**config.mk**
```make
export PLATFORM = sky130hd
export DESIGN_NAME = pulse_event_builder
export DESIGN_NICKNAME = d
export VERILOG_FILES = /design/src/rtl/fads_daq_pkg.sv /design/src/rtl/event_fifo.sv /design/src/rtl/pulse_event_builder.sv
export SDC_FILE = /design/constraint.sdc
export NUM_CORES = 1
export LEC_CHECK = 0
export BUFFER_PORTS_ARGS = -buffer_cell sky130_fd_sc_hd__buf_2
export CAP_MARGIN = 20
export CORE_MARGIN = 4
export CORE_UTILIZATION = 41
export DETAILED_ROUTE_END_ITERATION = 12
export HOLD_SLACK_MARGIN = 0.06
export PLACE_DENSITY_LB_ADDON = 0.15
export SLEW_MARGIN = 20
export SYNTH_ARGS = -nofsm -noshare
export SYNTH_HDL_FRONTEND = slang
export SYNTH_SLANG_ARGS = --single-unit
```
**constraint.sdc**
```tcl
create_clock -name clk -period 8.89 [get_ports clk]
set_input_delay 0 -clock clk [delete_from_list [all_inputs] [get_ports clk]]
set_output_delay 0 -clock clk [all_outputs]
set_load 0.005 [all_outputs]
```
**src/rtl/fads_daq_pkg.sv**
```systemverilog
// Shared widths, event record layout and FSM state encoding for the pulse
// event builder datapath.
package fads_daq_pkg;

  localparam int DATA_W = 10;
  localparam int SUM_W  = 20;
  localparam int LEN_W  = 8;
  localparam int TS_W   = 32;
  localparam int DROP_W = 16;

  // Completed pulse record, MSB to LSB: trunc, ts, len, sum, peak.
  typedef struct packed {
    logic              trunc;
    logic [TS_W-1:0]   ts;
    logic [LEN_W-1:0]  len;
    logic [SUM_W-1:0]  sum;
    logic [DATA_W-1:0] peak;
  } ev_rec_t;

  localparam int REC_W = $bits(ev_rec_t);

  typedef enum logic {
    IDLE  = 1'b0,
    ACCUM = 1'b1
  } state_e;

endpackage

```
**src/rtl/event_fifo.sv**
```systemverilog
// First-word-fall-through record FIFO. A push into a full FIFO is accepted
// only when a pop happens on the same edge; otherwise push_ok stays low so
// the caller can count the loss.
module event_fifo #(
  parameter int DEPTH = 8,
  parameter int W     = 8
) (
  input  logic         clk,
  input  logic         rst_n,
  input  logic         push,
  input  logic [W-1:0] push_data,
  input  logic         pop,
  output logic [W-1:0] head,
  output logic         full,
  output logic         empty,
  output logic         push_ok
);

  localparam int AW = $clog2(DEPTH);

  logic [W-1:0] mem [DEPTH];
  logic [AW:0]  wr_ptr;
  logic [AW:0]  rd_ptr;
  logic         pop_ok;

  assign empty   = (wr_ptr == rd_ptr);
  assign full    = (wr_ptr[AW] != rd_ptr[AW]) && (wr_ptr[AW-1:0] == rd_ptr[AW-1:0]);
  assign pop_ok  = pop && !empty;
  assign push_ok = push && (!full || pop_ok);

  // Head is forced to zero while empty so the record outputs read 0 after reset.
  assign head = empty ? '0 : mem[rd_ptr[AW-1:0]];

  // Storage write; contents need no reset since empty masks the head.
  always_ff @(posedge clk) begin
    if (push_ok) begin
      mem[wr_ptr[AW-1:0]] <= push_data;
    end
  end

  // Read/write pointers with a wrap bit to tell full from empty.
  always_ff @(posedge clk or negedge rst_n) begin
    if (!rst_n) begin
      wr_ptr <= '0;
      rd_ptr <= '0;
    end else begin
      if (push_ok) wr_ptr <= wr_ptr + 1'b1;
      if (pop_ok)  rd_ptr <= rd_ptr + 1'b1;
    end
  end

endmodule

```
**src/rtl/pulse_event_builder.sv**
```systemverilog
// Groups contiguous runs of above-threshold samples into pulse events
// (peak, saturating sum and length, start timestamp) and queues the
// finished records for readout.
//
// state | meaning
// IDLE  | no run in progress, waiting for din_we
// ACCUM | run in progress, accumulating peak/sum/len
module pulse_event_builder
  import fads_daq_pkg::*;
#(
  parameter int FIFO_DEPTH = 8,
  parameter int MIN_LEN    = 2
) (
  input  logic              clk,
  input  logic              rst_n,
  input  logic [DATA_W-1:0] din,
  input  logic              din_we,
  input  logic              ev_ready,
  output logic              ev_valid,
  output logic [DATA_W-1:0] ev_peak,
  output logic [SUM_W-1:0]  ev_sum,
  output logic [LEN_W-1:0]  ev_len,
  output logic [TS_W-1:0]   ev_ts,
  output logic              ev_trunc,
  output logic [DROP_W-1:0] ev_drop_cnt,
  output logic              busy
);

  localparam logic [LEN_W-1:0] MIN_LEN_L = LEN_W'(MIN_LEN);

  state_e            state_q;
  state_e            state_d;
  logic              start;
  logic              accum;
  logic              push;
  logic              push_ok;
  logic              fifo_full;
  logic              fifo_empty;

  logic [TS_W-1:0]   ts_cnt;
  logic [TS_W-1:0]   ts_q;
  logic [DATA_W-1:0] peak_q;
  logic [SUM_W-1:0]  sum_q;
  logic [LEN_W-1:0]  len_q;
  logic              trunc_q;
  logic [DROP_W-1:0] drop_q;

  logic [SUM_W:0]    sum_add;
  logic [SUM_W-1:0]  sum_sat;
  logic              sum_ovf;
  logic              len_full;
  logic [LEN_W-1:0]  len_nxt;

  ev_rec_t           push_rec;
  ev_rec_t           head_rec;
  logic [REC_W-1:0]  head_bits;

  // Free-running wrapping timestamp.
  always_ff @(posedge clk or negedge rst_n) begin
    if (!rst_n) ts_cnt <= '0;
    else        ts_cnt <= ts_cnt + 1'b1;
  end

  // State register.
  always_ff @(posedge clk or negedge rst_n) begin
    if (!rst_n) state_q <= IDLE;
    else        state_q <= state_d;
  end

  // Next state and event start/continue/close decode.
  always_comb begin
    state_d = state_q;
    start   = 1'b0;
    accum   = 1'b0;
    push    = 1'b0;
    unique case (state_q)
      IDLE: begin
        if (din_we) begin
          start   = 1'b1;
          state_d = ACCUM;
        end
      end
      ACCUM: begin
        if (din_we) begin
          accum = 1'b1;
        end else begin
          // Runs shorter than MIN_LEN are glitches and vanish without a count.
          push    = (len_q >= MIN_LEN_L);
          state_d = IDLE;
        end
      end
      default: state_d = IDLE;
    endcase
  end

  assign sum_add  = {1'b0, sum_q} + {{(SUM_W + 1 - DATA_W){1'b0}}, din};
  assign sum_ovf  = sum_add[SUM_W];
  assign sum_sat  = sum_ovf ? {SUM_W{1'b1}} : sum_add[SUM_W-1:0];
  assign len_full = &len_q;
  assign len_nxt  = len_full ? len_q : len_q + 1'b1;

  // Event accumulators: load on the first sample, fold in following samples.
  always_ff @(posedge clk or negedge rst_n) begin
    if (!rst_n) begin
      ts_q    <= '0;
      peak_q  <= '0;
      sum_q   <= '0;
      len_q   <= '0;
      trunc_q <= 1'b0;
    end else if (start) begin
      ts_q    <= ts_cnt;
      peak_q  <= din;
      sum_q   <= {{(SUM_W - DATA_W){1'b0}}, din};
      len_q   <= LEN_W'(1);
      trunc_q <= 1'b0;
    end else if (accum) begin
      if (din > peak_q) peak_q <= din;
      sum_q   <= sum_sat;
      len_q   <= len_nxt;
      trunc_q <= trunc_q | sum_ovf | len_full;
    end
  end

  // Saturating count of records refused by a full FIFO.
  always_ff @(posedge clk or negedge rst_n) begin
    if (!rst_n) begin
      drop_q <= '0;
    end else if (push && !push_ok && (drop_q != {DROP_W{1'b1}})) begin
      drop_q <= drop_q + 1'b1;
    end
  end

  always_comb begin
    push_rec       = '0;
    push_rec.trunc = trunc_q;
    push_rec.ts    = ts_q;
    push_rec.len   = len_q;
    push_rec.sum   = sum_q;
    push_rec.peak  = peak_q;
  end

  event_fifo #(
    .DEPTH (FIFO_DEPTH),
    .W     (REC_W)
  ) u_fifo (
    .clk       (clk),
    .rst_n     (rst_n),
    .push      (push),
    .push_data (push_rec),
    .pop       (ev_ready),
    .head      (head_bits),
    .full      (fifo_full),
    .empty     (fifo_empty),
    .push_ok   (push_ok)
  );

  assign head_rec    = ev_rec_t'(head_bits);
  assign ev_valid    = !fifo_empty;
  assign ev_peak     = head_rec.peak;
  assign ev_sum      = head_rec.sum;
  assign ev_len      = head_rec.len;
  assign ev_ts       = head_rec.ts;
  assign ev_trunc    = head_rec.trunc;
  assign ev_drop_cnt = drop_q;
  assign busy        = (state_q == ACCUM);

  // fifo_full is only consumed inside the FIFO's push_ok decision.
  logic unused_ok;
  assign unused_ok = fifo_full;

endmodule

```
Yosys cells after proc, flatten, opt, wreduce, memory -nomap -nowiden
Memory sizes are Yosys's and may differ from the RTL's.
Index checks and enable logic that the tools add are counted.
W data, S select, Z words.
{"block": "word_totals", "regBits": 128, "latchBits": 0, "ram_bits": 568, "romBits": 0, "inputBits": 14, "output_inout_bits": 89, "mem_count": 1}
{"name": "u_fifo.mem", "words": 8, "word_bits": 71, "rd": 1, "rd_ports_with_merged_regs": 0, "write_ports": 1, "line": "event_fifo.sv:21", "source": "logic [W-1:0] mem [DEPTH];"}
{"block": "classes", "addsub": 6, "mul": 0, "div": 0, "order_cmp": 2, "eq_ne": 5, "shifts": 0, "mux": 19, "bitwise": 2, "reduce_logical": 14}
{"cell": "$mux W71", "count": 1}
{"cell": "$mux W20", "count": 3}
{"cell": "$add A32 B1 Y32 const B", "count": 1}
{"cell": "$mux W10", "count": 3}
{"cell": "$mux W8", "count": 3}
{"cell": "$add A20 B10 Y21", "count": 1}
{"cell": "$add A16 B1 Y16 const B", "count": 1}
{"cell": "$ne A16 B16 Y1 const B", "count": 1}
{"cell": "$gt A10 B10 Y1", "count": 1}
{"cell": "$mux W1", "count": 9}
{"cell": "$add A4 B1 Y4 const B", "count": 2}
{"cell": "$add A8 B1 Y8 const B", "count": 1}
{"cell": "$ge A8 B2 Y1 const B", "count": 1}
{"cell": "$reduce_and A8 Y1", "count": 1}
{"cell": "$logic_and A1 B1 Y1", "count": 5}
{"cell": "$eq A4 B4 Y1", "count": 1}
{"cell": "$reduce_and A2 Y1", "count": 2}
{"cell": "$reduce_bool A2 Y1", "count": 2}
{"cell": "$eq A3 B3 Y1", "count": 1}
{"cell": "$logic_not A1 Y1", "count": 3}
{"cell": "$ne A2 B2 Y1 const B", "count": 1}
{"cell": "$or A1 B1 Y1", "count": 2}
{"cell": "$logic_or A1 B1 Y1", "count": 1}
{"cell": "$ne A1 B1 Y1", "count": 1}

Logic depth before layout (Yosys ltp)
Gate-level depths: netlist of run 1.
{"block": "depth", "word_depth": 8, "ltp_mapped": 9, "ltp_nobuf": 8}

Cells and area by module
A second synthesis of run 1 with hierarchy kept.
{"block": "unflattened", "hier_cells": 1539, "hier_area_um2": 27958.1}
{"module": "event_fifo", "instances": 1, "cells_per_inst": 958, "area_per_inst_um2": 22097.4, "seq_area_each_um2": 17256.6}
{"module": "pulse_event_builder", "instances": 1, "cells_per_inst": 581, "area_per_inst_um2": 5860.6, "seq_area_each_um2": 3002.9}

Worst setup path before layout of run 1
Ideal clock, no wire load.
{"block": "synth_timing", "path_kind": "reg2reg", "from": "reg len_q[0]", "to": "mem u_fifo.mem[0][0] (netlist bit), enable pin", "t_arrival_ns": 6.298, "slack_ns": 2.004, "path_stages_with_launch": 8, "path_cell_list": "dfrtp_1 > inv_1 > ha_1 > nor4_1 > a211oi_1 > a21boi_2 > nand2b_1 > nor3_1"}
{"block": "synth_between", "elab_chain_cells": 6}
{"item": "start: declaration", "line": "pulse_event_builder.sv:44", "source": "logic [LEN_W-1:0] len_q;"}
{"item": "start signal: assignment", "line": "pulse_event_builder.sv:119", "source": "len_q <= len_nxt;"}
{"item": "$ge A8 B2 Y1", "line": "pulse_event_builder.sv:88", "source": "push = (len_q >= MIN_LEN_L);"}
{"item": "$mux W1", "line": "pulse_event_builder.sv:84", "source": "if (din_we) begin"}
{"item": "$mux W1", "line": "pulse_event_builder.sv:76", "source": "unique case (state_q)"}
{"item": "$logic_and A1 B1 Y1", "line": "event_fifo.sv:29", "source": "assign push_ok = push && (!full || pop_ok);"}
{"item": "$mux W1", "line": "event_fifo.sv:36", "source": "if (push_ok) begin"}
{"item": "$mux W1 (implied by the code)", "line": "event_fifo.sv:37", "source": "mem[wr_ptr[AW-1:0]] <= push_data;"}
{"item": "end: declaration", "line": "event_fifo.sv:21"}
Every way passes these cells.

Final worst setup path of run 1
{"block": "layout_timing", "from": "reg u_fifo.rd_ptr[0]", "to": "out ev_len[1]"}
{"block": "layout_between", "elab_chain_cells": 2, "elab_cells_between_ends": 3, "classes_between": "eq/ne: 1; mux: 1; memory: 1"}
{"item": "start: declaration", "line": "event_fifo.sv:23", "source": "logic [AW:0] rd_ptr;"}
{"item": "start signal: assignment", "line": "event_fifo.sv:48", "source": "if (pop_ok) rd_ptr <= rd_ptr + 1'b1;"}
{"item": "$mem_v2 Z8 W71 or $eq A4 B4 Y1 (tied branches)"}
{"item": "$mux W71 (*)", "line": "event_fifo.sv:32", "source": "assign head = empty ? '0 : mem[rd_ptr[AW-1:0]];"}
{"item": "end: declaration", "line": "pulse_event_builder.sv:22", "source": "output logic [LEN_W-1:0] ev_len,"}
Every way passes the cells marked *; elsewhere a longest branch is shown, timed or not.

==> out/metrics.csv, run 1 <==
stage,metric,value,unit
power_and_ir_drop,peak supply drop,0.176,mV
cts,Clock Root Buffer,clkbuf_16,
worst_setup_path,worst path cell trace,buf_4 -> buf_4 -> mux4_2 -> mux2i_1 -> nor2_1 -> buf_2,
cts,Sink Count,696,
worst_setup_path,Worst setup SP type,register,
detailed_routing,Avg WL per Cell,23.3,um
cells_and_area,final non-filler cell total,2598,
sta,unrepaired setup endpoints after global routing,no,
synthesis,asr flop ratio synth,18.4,%
job,Max Cap Viol,0,
cts,Post-CTS Setup Inserts,0,
floorplanning,Die ar.,0.0718,mm2
detailed_routing,# DRC,0,
placed_design,cell count after placement,2451,
placed_design,Port Buffers,102,
worst_hold_path,Hold Path Class,in2reg,
cts,CTS tree,yes,
sta,Rel. slew slack,28.4,%
worst_setup_path,worst setup path class,reg2out,
synthesis,synthesized area per cell,18.2,um2
worst_setup_path,Max stage delay on crit path,0.82,ns
synthesis,YS warnings,0,
global_routing,number of global-route vias before repair,14708,
placed_design,hpwl dp,34600,um
detailed_routing,Via Count,13928,
global_routing,pin count of the biggest net entering global routing,73,
cells_and_area,"commonest cells after routing, fill and taps aside","edfxtp_1, mux4_2, dfrtp_1, nand2_1, buf_2",
synthesis,Seq cells post-synth,696,
detailed_routing,DR iter-0 viols,902,
worst_setup_path,crit path capture type,output pin,
global_routing,global-route wire length before repair,93300,um
sta,skew final,0.0244,ns
synthesis,Post-synth EDFFs,568,
cells_and_area,Final nets,1711,
global_routing,initial antenna violation count,0,
power_and_ir_drop,cell leakage power,11.6,nW
synthesis,Mapped Nets,1561,
detailed_routing,DR pass1 iterations,5,
synthesis,synth unique cells,53,
global_routing,total grt overflow,0,
sta,Setup TNS,0,ns
worst_setup_path,"Slowest-stage cell, CP",buf_4,
power_and_ir_drop,PwrDens,298,mW/mm2
worst_setup_path,WP data required,8.89,ns
cts,hold-fix buffers at CTS,15,
cts,post-CTS sizing,0,
floorplanning,row count,95,
worst_setup_path,Buf/Inv on CP,3,
cts,CTS max path bufs,3,
cts,CTS buffer count,74,
detailed_routing,antenna-violating nets left,0,
global_routing,Total GRT Usage,17.3,%
placed_design,Post-Place Cell Area,0.0293,mm2
cts,Skew-Pair Late Insertion Delay,0.60,ns
cells_and_area,Area Overhead vs Synth,14.6,%
cts,Clock Pin Slew Worst Setup and Hold Paths,0.06,ns
floorplanning,initial core utilization,41.3,%
sta,pins over their slew limit,0,
detailed_routing,DRT Wirelength,60600,um
sta,Max Fclk,0.245,GHz
cells_and_area,design area,0.0318,mm2
worst_setup_path,"CP delay by family, top",buffers and inverters,
sta,Tmin final,4.07,ns
synthesis,Post-Synthesis Cells,1520,
floorplanning,die height,268,um
synthesis,Syn Std Cell Area,0.0277,mm2
synthesis,ys flop type,edfxtp_1,
worst_setup_path,crit path max fanout,42,
cells_and_area,layout cells sized above 1,23.7,%
detailed_routing,Via density,5.36,
floorplanning,Die Width,268,um
status,status,"finished, final reports clean",
cts,CTS H-tree lvls,3,
cells_and_area,antenna cell count,0,
placed_design,Placer Congestion,0.764,
floorplanning,# IOs,103,
worst_setup_path,WP data arrival,4.07,ns
sta,Worst-Margin Slew,1.07,ns
floorplanning,core area,0.0670,mm2
cells_and_area,"commonest non-fill, non-tap cell in the layout",edfxtp_1,
sta,Final Hold Vio Count,0,
sta,period utilization,45.8,%
synthesis,sequential element share of the synthesized area,73.1,%
sta,"Setup violations, final",0,
worst_setup_path,"most used cell, CP",buf_4,
-- layer usage --
metal | vias up | share of wire (%) | GRT usage, %
met2 | 278 | 47 | 27.6
li1 | 6223 | - | -
met5 | - | 0 | 0
met3 | 92 | 4.0 | 3.08
met1 | 7335 | 46 | 25.0
met4 | 0 | 2.2 | 4.35
-- synth_stat cells (17+ instances only) --
cell type | count | area [um2]
edfxtp_1 | 568 | 17100
mux4_2 | 142 | 3200
dfrtp_1 | 128 | 3200
nand2_1 | 118 | 443
nor2_1 | 96 | 360
mux2i_1 | 71 | 711
xnor2_1 | 45 | 394
clkbuf_1 | 31 | 116
nand3_1 | 29 | 145
inv_1 | 27 | 101
ha_1 | 26 | 325
buf_2 | 23 | 115
and3_1 | 22 | 138
xor2_1 | 21 | 184
a21oi_1 | 17 | 85.1
-- layout make-up --
type                            instances  area (um2)
Clock inverter                         36         282
Clock buffer                           95        1990
Fill cell                            5736       35300
Inverter                               29         109
Sequential cell                       696       20300
Tap cell                              873        1090
Multi-Input combinational cell        726        7110
Timing Repair Buffer                  143         900
-- where the power goes --
group / internal, W / total, W / switching [W] / leakage, nW
clock: 0.00170 / 0.00292 / 0.00122 / 1.12
sequential: 0.00379 / 0.00406 / 0.000268 / 6.89
combinational: 0.00119 / 0.00247 / 0.00128 / 3.54
total: 0.00668 / 0.00945 / 0.00277 / 11.6
-- through the flow --
stage / setup WS [ns] / total power [W] / util, % / hold slack (ns)
after floorplan: 2.00 / 0.00569 / - / -0.296
after global placement: 5.05 / 0.00666 / 43.7 / 0.0747
after detailed placement: 4.99 / 0.00668 / 43.7 / 0.0810
after CTS: 4.58 / 0.00961 / 47.3 / 0.197
after global routing: 4.35 / 0.00998 / 47.4 / 0.237
final: 4.82 / 0.00945 / 47.4 / 0.248
-- tightest hold or removal path, cell delays in order --
cell           delay [ns]
dlygate4sd3_1        0.52
buf_2                0.14
mux2_2               0.15
-- path summary, 6_finish.rpt --
check | startpoint | to | slack, ns | cells past startpoint
setup / recovery | u_fifo.rd_ptr[0] | ev_len[1] | 4.82 | 6
hold / removal | din[0] | peak_q[0] | 0.25 | 3
setup reg to reg | len_q[1] | u_fifo.mem[5][47] | 5.09 | 7
hold reg to reg | ts_cnt[31] | ts_cnt[31] | 0.48 | 1
max in group asynchronous | rst_n | u_fifo.rd_ptr[2] | 7.52 | 4
min in group asynchronous | rst_n | peak_q[1] | 0.57 | 4
-- cells by family after synthesis --
group | synth area share, %
buf+inv | 1.43
xor+xnor | 2.09
compound gates | 1.86
mux | 14.7
fa+ha+maj | 1.25
flops | 73.1
simple gates | 5.56
-- state kept, by name, summed over array words and instances, names as in the netlist --
signal / cells
ts_q: 32
trunc_q: 1
sum_q: 20
u_fifo.rd_ptr: 4
ev_drop_cnt: 16
ts_cnt: 32
busy: 1
u_fifo.wr_ptr: 4
peak_q: 10
len_q: 8
u_fifo.mem: 568
(Power assumes the default switching activity.)
==> run 2: changes to the inputs <==
--- a/config.mk
+++ b/config.mk
@@ -5,6 +5,7 @@
 export SDC_FILE = /design/constraint.sdc
 export NUM_CORES = 1
 export LEC_CHECK = 0
+export ABC_AREA = 1
 export BUFFER_PORTS_ARGS = -buffer_cell sky130_fd_sc_hd__buf_2
 export CAP_MARGIN = 20
 export CORE_MARGIN = 4
==> constraint.sdc (replaced) <==
create_clock -name clk -period 4.2 [get_ports clk]
set_input_delay 0 -clock clk [delete_from_list [all_inputs] [get_ports clk]]
set_output_delay 0 -clock clk [all_outputs]
set_load 0.005 [all_outputs]
==> run 2 against run 1 <==
Synthesized area up 5.7%; clock skew decreased by 0.0027 ns; clock power increased by 120%; critical endpoint is now ev_ts[14].
==> out/metrics.csv, run 2 <==
stage,metric,value,unit,change
floorplanning,row count,97,,+2.1%
placed_design,hpwl dp,40300,um,+16%
worst_setup_path,worst path cell trace,buf_4 -> buf_4 -> o21ai_0 -> o32ai_1 -> o21ai_1 -> nor2_1 -> buf_2,,
power_and_ir_drop,Clock Power Share,29.6,%,-1.3 points
sta,Max Fclk,0.270,GHz,
placed_design,cell count after placement,3504,,+43%
power_and_ir_drop,peak supply drop,0.585,mV,+230%
global_routing,number of global-route vias before repair,19461,,+32%
synthesis,Syn Std Cell Area,0.0293,mm2,+5.7%
placed_design,pre-CTS worst setup slack,1.09,ns,-3.90 ns
cells_and_area,Storage cell area,0.0203,mm2,unchanged
worst_setup_path,reg-to-reg endpoint,u_fifo.mem[0][44],,
sta,"Setup violations, final",0,,unchanged
power_and_ir_drop,Reg power frac,39.6,%,-3.4 points
job,Max Cap Viol,0,,unchanged
cells_and_area,final non-filler cell total,3652,,+41%
worst_setup_path,Max stage delay on crit path,0.81,ns,about the same
floorplanning,die height,275,um,+2.7%
synthesis,synth unique cells,39,,-26%
floorplanning,# IOs,103,,unchanged
sta,pins over their slew limit,0,,unchanged
synthesis,commonest cells in the netlist,"nor2_1, edfxtp_1, nand2_1, o21ai_0, o32ai_1",,
cts,Skew-Pair Late Insertion Delay,0.60,ns,about the same
global_routing,total grt overflow,0,,unchanged
detailed_routing,Via Count,19454,,+40%
detailed_routing,Via density,5.33,,-0.64%
cells_and_area,"commonest cells after routing, fill and taps aside","nor2_1, edfxtp_1, nand2_1, o21ai_0, o32ai_1",,
sta,unrepaired setup endpoints after global routing,no,,
detailed_routing,# DRC,0,,unchanged
cts,Clock Pin Slew Worst Setup and Hold Paths,0.06,ns,about the same
sta,Worst Hold Margin,0.0586,ns,-0.189 ns
synthesis,ys flop type,edfxtp_1,,
synthesis,largest area contributor in the netlist,edfxtp_1,,
global_routing,initial antenna violation count,2,,+2
cts,CTS buffer count,74,,unchanged
power_and_ir_drop,Comb pwr share,30.8,%,+4.6 points
sta,period utilization,88.1,%,
sta,Rel. slew slack,10.8,%,-18 points
detailed_routing,DRT Wirelength,72300,um,+19%
power_and_ir_drop,Internal,0.0140,W,+110%
worst_setup_path,"CP delay by family, top",buffers and inverters,,
detailed_routing,Avg WL per Cell,19.8,um,-15%
synthesis,Synth area leaders,"edfxtp_1, dfrtp_1, nor2_1",,
synthesis,asr flop ratio synth,18.4,%,unchanged
global_routing,global-route wire length before repair,112000,um,+20%
floorplanning,Die Width,275,um,+2.7%
worst_setup_path,WP data required,4.20,ns,-4.69 ns
worst_setup_path,RR Startpoint,len_q[0],,
synthesis,YS warnings,0,,unchanged
synthesis,most common cell in the netlist,nor2_1,,
power_and_ir_drop,PwrDens,646,mW/mm2,+120%
cts,CTS tree,yes,,
sta,Tmin final,3.70,ns,
worst_hold_path,Hold Path Class,in2async,,
cells_and_area,layout cells sized above 1,9.66,%,-14 points
placed_design,Placer Congestion,0.848,,+11%
sta,Final Hold Vio Count,0,,unchanged
floorplanning,Die ar.,0.0758,mm2,+5.5%
cts,post-CTS sizing,0,,unchanged
floorplanning,initial core utilization,41.6,%,+0.28 points
cells_and_area,Area Overhead vs Synth,13.6,%,
worst_setup_path,crit path max fanout,66,,+57%
power_and_ir_drop,Overall Power,0.0215,W,+130%
cells_and_area,final core occ,47.3,%,-0.10 points
global_routing,pin count of the biggest net entering global routing,232,,+220%
synthesis,sequential element share of the synthesized area,69.2,%,-4.0 points
detailed_routing,DR pass1 iterations,6,,+1
detailed_routing,DR iter-0 viols,1466,,+63%
synthesis,Mapped Nets,2603,,+67%
worst_setup_path,"most used cell, CP",buf_4,,
detailed_routing,antenna-violating nets left,0,,unchanged
worst_setup_path,FF-to-FF path depth,10,,+3
cells_and_area,area of the multi-input gates,0.00796,mm2,+12%
synthesis,Post-synth EDFFs,568,,unchanged
worst_setup_path,R2R Setup Slk,1.13,ns,-3.96 ns
cells_and_area,"commonest non-fill, non-tap cell in the layout",nor2_1,,
sta,Worst-Margin Slew,1.34,ns,+0.263 ns
synthesis,synthesized area per cell,11.4,um2,-37%
cells_and_area,antenna cell count,0,,unchanged
status,status,"finished, final reports clean",,
cts,CTS max path bufs,3,,unchanged
synthesis,share of the synthesized area in the top cell type,58.2,%,-3.3 points
sta,final setup margin,0.500,ns,-4.31 ns
sta,skew final,0.0217,ns,-0.00273 ns
placed_design,Port Buffers,102,,unchanged
worst_setup_path,crit path capture type,output pin,,
cells_and_area,max reg flops,568,,unchanged
cts,Clock Root Buffer,clkbuf_16,,
synthesis,Seq cells post-synth,696,,unchanged
synthesis,Post-Synthesis Cells,2562,,+69%
worst_setup_path,Buf/Inv on CP,3,,unchanged
worst_setup_path,WP data arrival,3.70,ns,-0.37 ns
worst_setup_path,worst setup path class,reg2out,,
worst_setup_path,Worst setup SP type,register,,
floorplanning,core area,0.0704,mm2,+5.0%
power_and_ir_drop,P_sw,0.00746,W,+170%
worst_setup_path,"Slowest-stage cell, CP",dfrtp_4,,
global_routing,Total GRT Usage,19.1,%,+1.8 points
cts,CTS H-tree lvls,3,,unchanged
power_and_ir_drop,cell leakage power,12.1,nW,+4.9%
cells_and_area,Final nets,2694,,+57%
cells_and_area,# fillers,6429,,+12%
power_and_ir_drop,switch share,34.7,%,+5.4 points
cts,Sink Count,696,,unchanged
[run 2: cell types whose count changed after synthesis, moves of 42 or more]
cell | before | now
inv_1 | 27 | 105
mux4_2 | 142 | 0
nand3_1 | 29 | 71
mux2i_1 | 71 | 0
clkbuf_1 | 31 | 77
o21ai_0 | 14 | 226
nand2_1 | 118 | 336
o32ai_1 | 0 | 142
nor2_1 | 96 | 650
[run 2: per-layer routing]
layer	wire length (um)	share of wire (%)	track usage [%]
met1	31000	43	24.5
met3	3350	4.6	2.63
met4	1460	2.0	5.43
met5	13	0.018	0
met2	36500	50	33.9
[run 2: timing repair]
action / CTS / global route
hold buffers: 13 / 0
endpoints found under the hold margin: 115 / 0
setup buffers: 0 / 0
[run 2: logic make-up after synthesis]
| kind of cell | after synthesis | synth area share [%] |
|---|---|---|
| and+or+nand+nor | 1118 | 15.1 |
| DFF | 696 | 69.2 |
| AOI/OAI and AO/OA | 418 | 9.04 |
| buffers and inverters | 247 | 3.86 |
| xor gates and xnor gates | 56 | 1.67 |
| adders and majority gates | 27 | 1.18 |
[run 2: final cells by class]
| cell class | count | area share (%) |
|---|---|---|
| clock buffer | 106 | 6.52 |
| clock inverter | 29 | 0.673 |
| inverter | 110 | 1.26 |
| multi-input combinational | 1619 | 23.9 |
| sequential | 696 | 60.9 |
| tap | 940 | 3.53 |
| timing repair buffer | 152 | 3.17 |
[run 2: worst max-delay path by stage]
| stage | end | slack (ns) | from | depth (start not counted) |
|---|---|---|---|---|
| floorplan | u_fifo.mem[0][0] | -0.79 | len_q[0] | 9 |
| global placement | u_fifo.mem[0][45] | 1.13 | len_q[0] | 10 |
| detailed placement | u_fifo.mem[0][57] | 1.09 | len_q[0] | 10 |
| CTS | ev_ts[14] | 0.52 | u_fifo.rd_ptr[1] | 7 |
| global route | ev_ts[14] | 0.29 | u_fifo.rd_ptr[1] | 7 |
| finish | ev_ts[14] | 0.50 | u_fifo.rd_ptr[1] | 7 |
[run 2: through the flow]
step	cell area, um2	TNS, ns
3_5_place_dp	30700	0
4_1_cts	33300	0
2_1_floorplan	29300	-265.31
5_1_grt	33300	0
6_report	33300	0
3_3_place_gp	30700	0
[run 2: power by group through the flow]
stage	logic (W)	registers [W]	clock network, W
6_report	0.00663	0.00850	0.00636
5_1_grt	0.00742	0.00856	0.00682
4_1_cts	0.00674	0.00849	0.00653
3_5_place_dp	0.00672	0.00863	0
3_3_place_gp	0.00662	0.00862	0
2_1_floorplan	0.00437	0.00842	0
[run 2: worst reg2reg max path, cell delays in order (launching register included)]
cell	delay [ns]
dfrtp_1	0.48
inv_1	0.15
ha_1	0.16
nor2_1	0.05
nand4_1	0.15
nand3_1	0.14
a21oi_1	0.31
inv_1	0.16
or2_1	0.39
nor2_4	0.45
buf_12	0.30
